`config.mk`:
```
export PLATFORM = sky130hd
export DESIGN_NAME = seg7_scan_driver
export DESIGN_NICKNAME = d
export VERILOG_FILES = /design/src/rtl/seg7_scan_driver.sv
export SDC_FILE = /design/constraint.sdc
export NUM_CORES = 1
export LEC_CHECK = 0
export BUFFER_PORTS_ARGS = -buffer_cell sky130_fd_sc_hd__buf_2
export CAP_MARGIN = 25
export CORE_MARGIN = 10
export CORE_UTILIZATION = 40
export CTS_BUF_LIST = sky130_fd_sc_hd__clkbuf_8
export DETAILED_ROUTE_END_ITERATION = 8
export GPL_TIMING_DRIVEN = 0
export PLACE_DENSITY = 0.66
export SYNTH_ARGS = -nofsm -noshare
export SYNTH_HDL_FRONTEND = slang
export SYNTH_SLANG_ARGS = --single-unit
```
`constraint.sdc`:
```
create_clock -name clk -period 3.5 [get_ports clk]
set_clock_uncertainty 0.2 [all_clocks]
set_input_delay 0 -clock clk [delete_from_list [all_inputs] [get_ports clk]]
set_output_delay 0 -clock clk [all_outputs]
set_load 0.01 [all_outputs]
```
`src/rtl/seg7_scan_driver.sv`:
```
// Time-multiplexed hex driver for common-anode multi-digit 7-segment displays.
// Double-buffered digit data, programmable dwell and anti-ghosting guard interval.
module seg7_scan_driver #(
    parameter int NUM_DIGITS = 4,
    parameter int CLK_DIV    = 1200,
    parameter int GUARD      = 16,
    parameter int LZ_BLANK   = 0
) (
    input  logic                      clk,
    input  logic                      rst_n,
    input  logic [4*NUM_DIGITS-1:0]   value,
    input  logic [NUM_DIGITS-1:0]     dp,
    input  logic [NUM_DIGITS-1:0]     blank,
    input  logic                      load,
    output logic [6:0]                seg,
    output logic                      seg_dp,
    output logic [NUM_DIGITS-1:0]     digit_en,
    output logic                      frame_tick
);

    localparam int CW = $clog2(CLK_DIV);
    localparam int IW = (NUM_DIGITS > 1) ? $clog2(NUM_DIGITS) : 1;
    localparam logic [CW-1:0] CNT_MAX = CW'(CLK_DIV - 1);
    localparam logic [CW-1:0] GUARD_C = CW'(GUARD);
    localparam logic [IW-1:0] IDX_MAX = IW'(NUM_DIGITS - 1);

    function automatic logic [6:0] font_n(input logic [3:0] n);
        logic [6:0] f;
        case (n)
            4'h0: f = 7'h3F;
            4'h1: f = 7'h06;
            4'h2: f = 7'h5B;
            4'h3: f = 7'h4F;
            4'h4: f = 7'h66;
            4'h5: f = 7'h6D;
            4'h6: f = 7'h7D;
            4'h7: f = 7'h07;
            4'h8: f = 7'h7F;
            4'h9: f = 7'h67;
            4'hA: f = 7'h77;
            4'hB: f = 7'h7C;
            4'hC: f = 7'h39;
            4'hD: f = 7'h5E;
            4'hE: f = 7'h79;
            default: f = 7'h71;
        endcase
        return ~f;
    endfunction

    logic [CW-1:0]             cnt, cnt_nxt;
    logic [IW-1:0]             idx, idx_nxt;
    logic                      wrap;

    logic [4*NUM_DIGITS-1:0]   pend_val, act_val, act_val_nxt;
    logic [NUM_DIGITS-1:0]     pend_dp, act_dp, act_dp_nxt;
    logic [NUM_DIGITS-1:0]     pend_blank, act_blank, act_blank_nxt;
    logic                      pend_valid;

    logic [NUM_DIGITS-1:0]     dark;
    logic                      all_zero;
    logic                      in_guard;
    logic [6:0]                seg_d;
    logic                      seg_dp_d;
    logic [NUM_DIGITS-1:0]     digit_en_d;
    logic                      frame_tick_d;

    // Next-state decode; outputs are derived from these so they line up with cnt/idx.
    always_comb begin
        wrap          = (cnt == CNT_MAX);
        cnt_nxt       = wrap ? '0 : cnt + 1'b1;
        idx_nxt       = idx;
        act_val_nxt   = act_val;
        act_dp_nxt    = act_dp;
        act_blank_nxt = act_blank;
        if (wrap) begin
            idx_nxt = (idx == IDX_MAX) ? '0 : idx + 1'b1;
            if (load) begin
                act_val_nxt   = value;
                act_dp_nxt    = dp;
                act_blank_nxt = blank;
            end else if (pend_valid) begin
                act_val_nxt   = pend_val;
                act_dp_nxt    = pend_dp;
                act_blank_nxt = pend_blank;
            end
        end
    end

    // Leading-zero suppression scans from the most significant digit downwards.
    always_comb begin
        all_zero = 1'b1;
        dark     = '0;
        for (int i = NUM_DIGITS - 1; i >= 0; i--) begin
            all_zero = all_zero & (act_val_nxt[4*i +: 4] == 4'h0);
            dark[i]  = act_blank_nxt[i] | ((LZ_BLANK != 0) && (i > 0) && all_zero);
        end
    end

    always_comb begin
        in_guard     = (cnt_nxt < GUARD_C);
        seg_d        = 7'h7F;
        seg_dp_d     = 1'b1;
        digit_en_d   = '1;
        frame_tick_d = (cnt_nxt == '0) && (idx_nxt == '0);
        for (int i = 0; i < NUM_DIGITS; i++) begin
            if ((idx_nxt == IW'(i)) && !in_guard && !dark[i]) begin
                digit_en_d[i] = 1'b0;
                seg_d         = font_n(act_val_nxt[4*i +: 4]);
                seg_dp_d      = ~act_dp_nxt[i];
            end
        end
    end

    always_ff @(posedge clk or negedge rst_n) begin
        if (!rst_n) begin
            cnt <= '0;
            idx <= '0;
        end else begin
            cnt <= cnt_nxt;
            idx <= idx_nxt;
        end
    end

    // A load on the wrap cycle goes straight to the active buffer, so pending is left alone.
    always_ff @(posedge clk or negedge rst_n) begin
        if (!rst_n) begin
            pend_val   <= '0;
            pend_dp    <= '0;
            pend_blank <= '0;
            pend_valid <= 1'b0;
            act_val    <= '0;
            act_dp     <= '0;
            act_blank  <= '0;
        end else begin
            act_val   <= act_val_nxt;
            act_dp    <= act_dp_nxt;
            act_blank <= act_blank_nxt;
            if (wrap) begin
                pend_valid <= 1'b0;
            end else if (load) begin
                pend_val   <= value;
                pend_dp    <= dp;
                pend_blank <= blank;
                pend_valid <= 1'b1;
            end
        end
    end

    always_ff @(posedge clk or negedge rst_n) begin
        if (!rst_n) begin
            seg        <= 7'h7F;
            seg_dp     <= 1'b1;
            digit_en   <= '1;
            frame_tick <= 1'b0;
        end else begin
            seg        <= seg_d;
            seg_dp     <= seg_dp_d;
            digit_en   <= digit_en_d;
            frame_tick <= frame_tick_d;
        end
    end

endmodule

```
* Yosys cells after proc, flatten, opt, wreduce, memory -nomap -nowiden *
Memory sizes are Yosys's and may differ from the RTL's.
Cells that the tools add are included.

operators by class
  $add $sub $neg = 2
  multiply operators = 0
  divide/modulo/power cells = 0
  order comparisons = 1
  equality and inequality tests = 5
  shifts and indexed selects = 0
  mux-type cells = 30
  bitwise gates (word level) = 9
  reduce and logical (&&, ||, !) cells = 18

operators with widths
  operator                                                               number
  7-bit two-way mux                                                      8
  16-bit two-way mux                                                     3
  7-bit inverter                                                         4
  4-bit two-way mux                                                      6
  11-bit by 1-bit adder with 11-bit output, second input constant        1
  11-bit equality test, second input constant                            1
  11-bit logical NOT                                                     1
  11-bit by 5-bit < comparator with 1-bit output, second input constant  1
  11-bit two-way mux                                                     1
  1-bit two-way mux                                                      10
  1-bit logical AND                                                      9
  2-bit equality test, second input constant                             3
  1-bit logical NOT                                                      5
  1-bit inverter                                                         5
  2-bit two-way mux                                                      2
  2-bit by 1-bit adder with 2-bit output, second input constant          1
  2-bit by 1-bit equality test with 1-bit output, second input constant  1
  2-bit logical NOT                                                      1
  2-bit AND reduction                                                    1
  2-bit nonzero test                                                     1

storage, ports and cells
  register bits after elaboration = 75
  latch bits = 0
  RAM bits = 0
  ROM bits = 448
  input port bits = 27
  output and inout port bits = 13
  word-level logic and storage cells = 82
  memories = 4

memories
  memory            depth  width  read ports  clocked after memory_dff  wr ports  RTL line  source
  (name not given)  16     7      1           0                         0         29        case (n)
  (name not given)  16     7      1           0                         0         29
  (name not given)  16     7      1           0                         0         29
  (name not given)  16     7      1           0                         0         29

* Depth between registers and ports, before layout *
Gate-level depths: netlist of run 1.

  word-level depth = 12
  mapped depth = 15
  gate-level depth less buffers = 12

* Worst setup path after synthesis of run 1 *
OpenSTA, ideal clock, no wires.

  path kind = reg-to-reg
  start = reg cnt[0]
  end = reg seg[3]
  setup time = 0.085 ns
  arrival time = 3.133 ns
  required time = 3.215 ns
  setup slack = 0.082 ns
  cell stages (with the launch flop) = 15
  buffers on the path = 3
  clock period less this slack = 3.418 ns
  path through = dfrtp_1 -> ha_1 -> and4_1 -> buf_4 -> nand3_1 -> buf_2 -> buf_1 -> a22oi_1 -> nand2_1 -> inv_1 -> ha_1 -> mux2i_1 -> a21oi_1 -> a311o_1 -> o221ai_1

between the ends
  elaborated cells between the ends (all ways) = 40
  classes of those cells = add/sub (1); order compare (1); eq/ne (4); mux (12); bitwise (4); reduce/logical (14); memory (4)

RTL lines
  item                            RTL line  source
  start: declaration              50        logic [CW-1:0] cnt, cnt_nxt;
  start signal: assignment        119       cnt <= cnt_nxt;
  11-bit equality test            69        wrap = (cnt == CNT_MAX);
  16-bit two-way mux              75        if (wrap) begin
  named net act_val_nxt[4]        54        logic [4*NUM_DIGITS-1:0] pend_val, act_val, act_val_nxt;
  memory 16 x 7 bit               -
  7-bit two-way mux               106       if ((idx_nxt == IW'(i)) && !in_guard && !dark[i]) begin
  7-bit inverter                  47        return ~f;
  7-bit two-way mux (3 in a row)  106
  named net seg_d[3]              62        logic [6:0] seg_d;
  end signal: assignment          156       seg <= seg_d;
  end: declaration                15        output logic [6:0] seg,

The timed path passes the listed nets, and every way through them passes these cells. The select of a mux whose other input is x is not followed.
A chain may end at the register's enable or synchronous reset.

* Worst setup path in the final report of run 1 *
  start = reg cnt[8]
  end = reg seg[6]

Same word-level chain as after synthesis.

==> summary.txt, run 1 <==
Run status
  • Outcome: finished, final reports clean

Global route
  • GRT Total Usage: 0.162
  • First-pass GRT wire length: 21.6 mm
  • Largest net degree at the start of global routing: 65
  • GRT overflow: 0
  • Number of global-route vias before repair: 4094
  • Initial antenna violation count: 0

Timing
  • Slew HR: 0.525
  • Hold Vio Cnt, Final: 0
  • Least-Margin Pin Slew: around 0.71 ns
  • Final setup vio count: 0
  • RSZ-0062 raised after global routing: true
  • Max-slew violations: 0
  • Fin worst setup slack: 0.0957 ns
  • Min cycle time layout: 3.40 ns
  • FMAX: 0.294 GHz
  • Setup TNS Final: 0 ns
  • Fin crit share: 0.973

Place
  • IO buf count: 39
  • RD Place Congestion: 0.883
  • Placed Cells: 652
  • Placed instance area: between 5000 and 6000 µm²
  • Pre-CTS WS: -0.662 ns
  • Post-DP HPWL: between 9 and 10 mm

Layout
  • Utilization after layout: 0.519
  • Cell Count, Final, Fillers Out: 710
  • ANT cells: 0
  • Register cell area after layout: 1890 µm²
  • Final net count: 614
  • Filler cell count in the final layout: ~1000
  • Fraction of layout cells with a size suffix above 1: 0.328
  • Area grow syn2layout: 26.4%
  • Multi-input gate area: 2750 µm²
  • Cell area after layout: 5950 µm²

Yosys
  • Synthesis Warnings: 0
  • Post-synth ARST share: 1.00
  • Synth Register Bits: 75
  • Post-synth EDFFs: 0
  • Top area cells in the synthesized netlist: dfrtp_1, dfstp_2, ha_1
  • Post-synth net total: between 500 and 600
  • Sequential area share after synthesis: 0.402
  • Mean post-synth cell area: about 10 µm²
  • Post-Syn Instances: 469
  • Mapped Area: around 4700 µm²
  • Top_reg_cell synth: dfrtp_1
  • Yosys top cell area share: 0.335
  • Most area-hungry cell type in the Yosys netlist: dfrtp_1
  • Yosys cell types: 79
  • Synth top cells by count: dfrtp_1, nor2_1, a21oi_1, nand2_1, mux2_2
  • Most common cell in the netlist: dfrtp_1

Worst setup path
  • Worst Path Required: 3.59 ns
  • R2r setup slk: between 0.09 and 0.1 ns
  • Worst r2r path cells: 14
  • Setup crit end kind: register
  • Worst R2R End: seg[6]
  • Critical Path AT: 3.50 ns
  • CP Launch Point: cnt[8]
  • CP max FO: 10
  • Crit Path Category: register to register
  • Crit path capture: seg[6]
  • Setup crit start kind: register
  • R2R Path Start: cnt[8]

Drt
  • First DRT Iteration DRCs: 361
  • Routed WL per cell: 18.7 µm
  • Antenna violation net count after detailed routing: 0
  • Vias per cell: 5.79
  • # DRC: 0
  • Via count: 4109
  • DRT Wirelength: about 13 mm
  • Pre-antenna DRT Iters: 5

Floorplanning
  • Die span in y: around 130 µm
  • I/O pins: 40
  • DIE AREA: 16500 µm²
  • FP Rows: 39
  • Die width: 129 µm
  • Initial Util: 0.411
  • Core area: 11500 µm²

Power and ir drop
  • Reg power frac: 0.483
  • Switching pwr: around 480 µW
  • P_leak: 0.00257 µW
  • VDD IR max: 0.176 mV
  • P_int: 1440 µW
  • Power per cell area: 321 nW/µm²
  • Comb pwr share: 0.107
  • Clock group share of total power: 0.411
  • Sw frac: 0.249

Run
  • Max-Cap Viols: 0

Min path
  • HP Class: input port to async pin

Clocking
  • Clk_lat worst skew: 0.36 ns
  • Clock Sinks: 75
  • Clock Path Buffers: 2
  • H-tree levels: 3
  • CTS tree: built
  • Reg clk slew, reported paths: 0.08 ns
  • Clock root buffer: clkbuf_8
  • TritonCTS buffer count: 9
what timing repair did:
| action | 4_1_cts | 5_1_grt |
|---|---|---|
| endpoints found under the setup margin | 18 | 8 |
| pin swaps | 2 | 8 |
| resized for setup | 19 | 33 |
| hold buffers | 26 | 0 |
| buffers inserted | 4 | 12 |
| cloned | 0 | 1 |
| hold endpoints to repair | 126 | 0 |
power by group through the flow:
stage | Clock, µW | Sequential [µW] | Combinational [µW]
2_1_floorplan | 0 | 933 | 106
3_3_place_gp | 0 | 937 | 165
3_5_place_dp | 0 | 939 | 176
4_1_cts | 789 | 923 | 203
5_1_grt | 825 | 927 | 226
6_report | 785 | 923 | 204
per-layer routing:
| layer | track usage | vias to the layer above | share of wire |
|---|---|---|---|
| met5 | 0 | - | 0 |
| li1 | - | 1931 | - |
| met4 | 0.0609 | 0 | 0.018 |
| met1 | 0.208 | 2064 | 0.45 |
| met2 | 0.268 | 96 | 0.49 |
| met3 | 0.0275 | 18 | 0.041 |
per-stage QoR:
step	total power (µW)	hold slack [ns]
final	1910	0.0445
after global routing	1980	0.0989
after CTS	1910	0.0670
after detailed placement	1120	-0.325
after global placement	1100	0.0516
after floorplan	1040	-0.496
cells in the final DEF (no fill, tap or decap), drive strengths merged, types with 12 or more instances in the layout:
cell type	count
inv	32
nor2	40
nand2b	13
dlygate4sd3	26
nand2	29
a221oi	15
ha	25
a22oi	12
mux2	26
o21ai	13
clkbuf	20
dfrtp	63
buf	72
dfstp	12
a21oi	29
state kept, by name (all words and copies together), names as in the netlist, 2 cells and up:
signal,cells
act_val,16
act_dp,4
pend_dp,4
act_blank,4
pend_val,16
cnt,11
pend_blank,4
seg,7
idx,2
digit_en,4
cell families after synthesis:
kind of cell	share of synthesized area
AOI/OAI and AO/OA	0.216
xor gates and xnor gates	0.0186
adders and majority gates	0.0664
buffers and inverters	0.0531
DFF	0.402
muxes	0.0749
and+or+nand+nor	0.169
final cells by class:
cell class / count / area share
clock inverter: 5 / 0.0128
multi-input combinational: 337 / 0.462
buffer: 24 / 0.0263
tap: 143 / 0.0301
clock buffer: 11 / 0.0254
inverter: 32 / 0.0204
timing repair buffer: 83 / 0.105
sequential: 75 / 0.318
worst min path at each step:
stage                               end     start  cells past startpoint  slack (ns)
after floorplan            act_blank[0]     rst_n                      0       -0.50
after global placement    pend_blank[0]  blank[0]                      2        0.05
after detailed placement     act_val[9]     rst_n                      1       -0.33
after CTS                   digit_en[0]     rst_n                      2        0.07
after global routing        digit_en[0]     rst_n                      2         0.1
final                       digit_en[0]     rst_n                      2        0.04
critical path: stages, from the launching register on:
cell,delay (ns)
dfrtp_2,0.41
or4b_1,0.52
buf_4,0.19
nor3_4,0.27
buf_6,0.17
buf_8,0.14
a32oi_1,0.12
nand2_2,0.15
buf_6,0.15
ha_2,0.20
nand2_1,0.06
a21bo_2,0.18
a21oi_1,0.06
a221o_1,0.35
a22oi_2,0.16
Note: power is estimated with default switching activity, not from simulation.
==> run 2, diff against run 1 <==
CORE_UTILIZATION = 33   (was 40)
PLACE_DENSITY = 0.58   (was 0.66)
SKIP_LAST_GASP = 1   (was not set)
==> run 2 against run 1 <==
  * Count of clock-buffer cells in the layout down 2
  * Sequential power is essentially flat
  * Cell area increased by 0.63%
  * Register-to-register slack about the same
  * Sequential cell count stayed put
  * Total power fell by 5.8%
  * Clock power fell by 14%
  * Maximum frequency is 0.14% higher
  * Critical endpoint is now seg[3]
==> summary.txt, run 2 (synthesis gave the netlist of run 1 again) <==
Layout
  • Largest registers: act_val: 16 flops, pend_val: 16 flops, cnt: 11 flops
  • Fraction of layout cells with a size suffix above 1: 0.326 (-0.00234)
  • Filler cell count in the final layout: 1344 (+34%)
  • Area grow syn2layout: 27.2%
  • ANT cells: 0 (unchanged)
  • Cell Count, Final, Fillers Out: 748 (+5.4%)
  • Most frequent cells in the layout: dfrtp_1, buf_2, nor2_1, nand2_1, a21oi_1
  • Final net count: 615 (+0.16%)
  • Most common cell after layout, fill and taps aside: dfrtp_1

Drt
  • Via count: 3980 (-3.1%)
  • Vias per cell: 5.32 (-8.1%)
  • Routed WL per cell: 17.4 µm (-7.3%)
  • Pre-antenna DRT Iters: 5 (unchanged)
  • Antenna violation net count after detailed routing: 0 (unchanged)
  • First DRT Iteration DRCs: 273 (-24%)
  • # DRC: 0 (unchanged)
  • DRT Wirelength: 13.0 mm (-2.4%)

Floorplanning
  • Die width: 139 µm (+8.5%)
  • Core area: 13900 µm² (+22%)
  • I/O pins: 40 (unchanged)
  • FP Rows: 43 (+10%)
  • Initial Util: 0.338 (-0.0727)
  • DIE AREA: 19400 µm² (+18%)
  • Die span in y: 139 µm (+8.5%)

Timing
  • Min cycle time layout: 3.40 ns (-0.00478 ns)
  • FMAX: 0.294 GHz (+0.14%)
  • Hold Vio Cnt, Final: 0 (unchanged)
  • Final hold slack: 0.0289 ns (-0.0156 ns)
  • Setup TNS Final: 0 ns (unchanged)
  • Max-slew violations: 0 (unchanged)
  • Final setup vio count: 0 (unchanged)
  • Least-Margin Pin Slew: 0.738 ns (+0.0256 ns)
  • Slew HR: 0.508 (-0.0171)
  • Fin crit share: 0.971 (-0.00137)

Power and ir drop
  • Switching pwr: 474 µW (-0.55%)
  • P_leak: 0.00257 µW (about the same)
  • Comb pwr share: 0.113 (+0.006)
  • Reg power frac: 0.513 (+0.030)
  • Power per cell area: 301 nW/µm² (-6.4%)
  • Sw frac: 0.263 (+0.0140)
  • P_int: 1330 µW (-7.6%)
  • Clock group share of total power: 0.374 (-0.037)
  • VDD IR max: 0.162 mV (-7.9%)

Clocking
  • Clock Sinks: 75 (unchanged)
  • TritonCTS buffer count: 9 (unchanged)
  • H-tree levels: 3 (unchanged)
  • CTS tree: built
  • Reg clk slew, reported paths: 0.08 ns (about the same)
  • Clk_lat worst skew: 0.36 ns (about the same)
  • Clock Path Buffers: 2 (unchanged)
  • Clock root buffer: clkbuf_8

Run status
  • Outcome: finished, final reports clean

Worst setup path
  • Worst path slowest cell: or4b_4
  • Setup crit start kind: register
  • CP max FO: 10 (unchanged)
  • Critical Path AT: 3.47 ns (-0.03 ns)
  • Crit Path Category: register to register
  • WP buf/inv: 4 (unchanged)
  • Most frequent cell on the critical path: buf_6
  • Worst Path Required: 3.57 ns (-0.02 ns)
  • Setup crit end kind: register
  • CP cell instances: or4b_4 > buf_6 > nor3_4 > buf_6 > buf_12 > a32oi_1 > nand2_2 > inv_4 > ha_4 > mux2i_1 > a21oi_1 > a311o_1 > o221ai_2
  • CP max stage delay: 0.55 ns (+0.03 ns)
  • Delay-heaviest family, CP: simple AND/OR/NAND/NOR gates

Global route
  • GRT overflow: 0 (unchanged)
  • Number of global-route vias before repair: 3971 (-3.0%)
  • GRT Total Usage: 0.131 (-0.0308)
  • Largest net degree at the start of global routing: 67 (+3.1%)
  • First-pass GRT wire length: 21.1 mm (-2.5%)
  • Initial antenna violation count: 0 (unchanged)

Min path
  • HP Class: input port to async pin

Place
  • RD Place Congestion: 0.895 (+1.3%)
  • IO buf count: 39 (unchanged)
  • Placed Cells: 689 (+5.7%)
  • Post-DP HPWL: 9.45 mm (+1.7%)

Run
  • Max-Cap Viols: 0 (unchanged)
run 2: worst paths after layout:
| check | start | to | slack, ns | cells past startpoint |
|---|---|---|---|---|
| max | cnt[8] | seg[3] | 0.10 | 13 |
| min | rst_n | digit_en[1] | 0.03 | 2 |
| max reg2reg | cnt[8] | seg[3] | 0.10 | 13 |
| min reg2reg | pend_val[3] | pend_val[3] | 0.30 | 1 |
| max in group asynchronous | rst_n | digit_en[3] | 2.68 | 3 |
| min in group clk | load | pend_valid | 0.15 | 4 |
run 2: cell type report:
cell class                 instances  area, µm²  area share
buffer                            23        169      0.0282
clock buffer                       9        124      0.0207
clock inverter                     7       68.8      0.0115
inverter                          32        124      0.0207
multi-input combinational        337       2760       0.460
sequential                        75       1890       0.316
tap                              180        225      0.0376
timing repair buffer              85        629       0.105
run 2: power by group through the flow:
stage / sequential, µW / clock [µW] / combinational (µW)
after floorplan: 933 / 0 / 106
after global placement: 937 / 0 / 168
after detailed placement: 938 / 0 / 176
after CTS: 922 / 689 / 201
after global routing: 927 / 732 / 228
final: 923 / 673 / 204
run 2: repair_timing:
action                     CTS  global route
setup endpoints to repair   28             8
gates resized for setup     21            33
hold endpoints to repair   123             0
hold buffers                25             0
buffers inserted             4            16
pin swaps                    2             8
run 2: routing by layer:
metal / GRT usage / wire length, µm
met5: 0 / 0
met4: 0.0516 / 340
met3: 0.0231 / 561
met2: 0.216 / 6240
met1: 0.167 / 5840
run 2: per-stage QoR:
stage	area [µm²]	power (µW)	utilization	worst slack, ns
floorplan	4710	1040	-	0.0816
CTS	5720	1810	0.411	-0.146
global placement	5130	1100	0.368	-0.731
detailed placement	5160	1110	0.370	-0.733
finish	5990	1800	0.430	0.100
global route	5990	1890	0.430	-0.00604
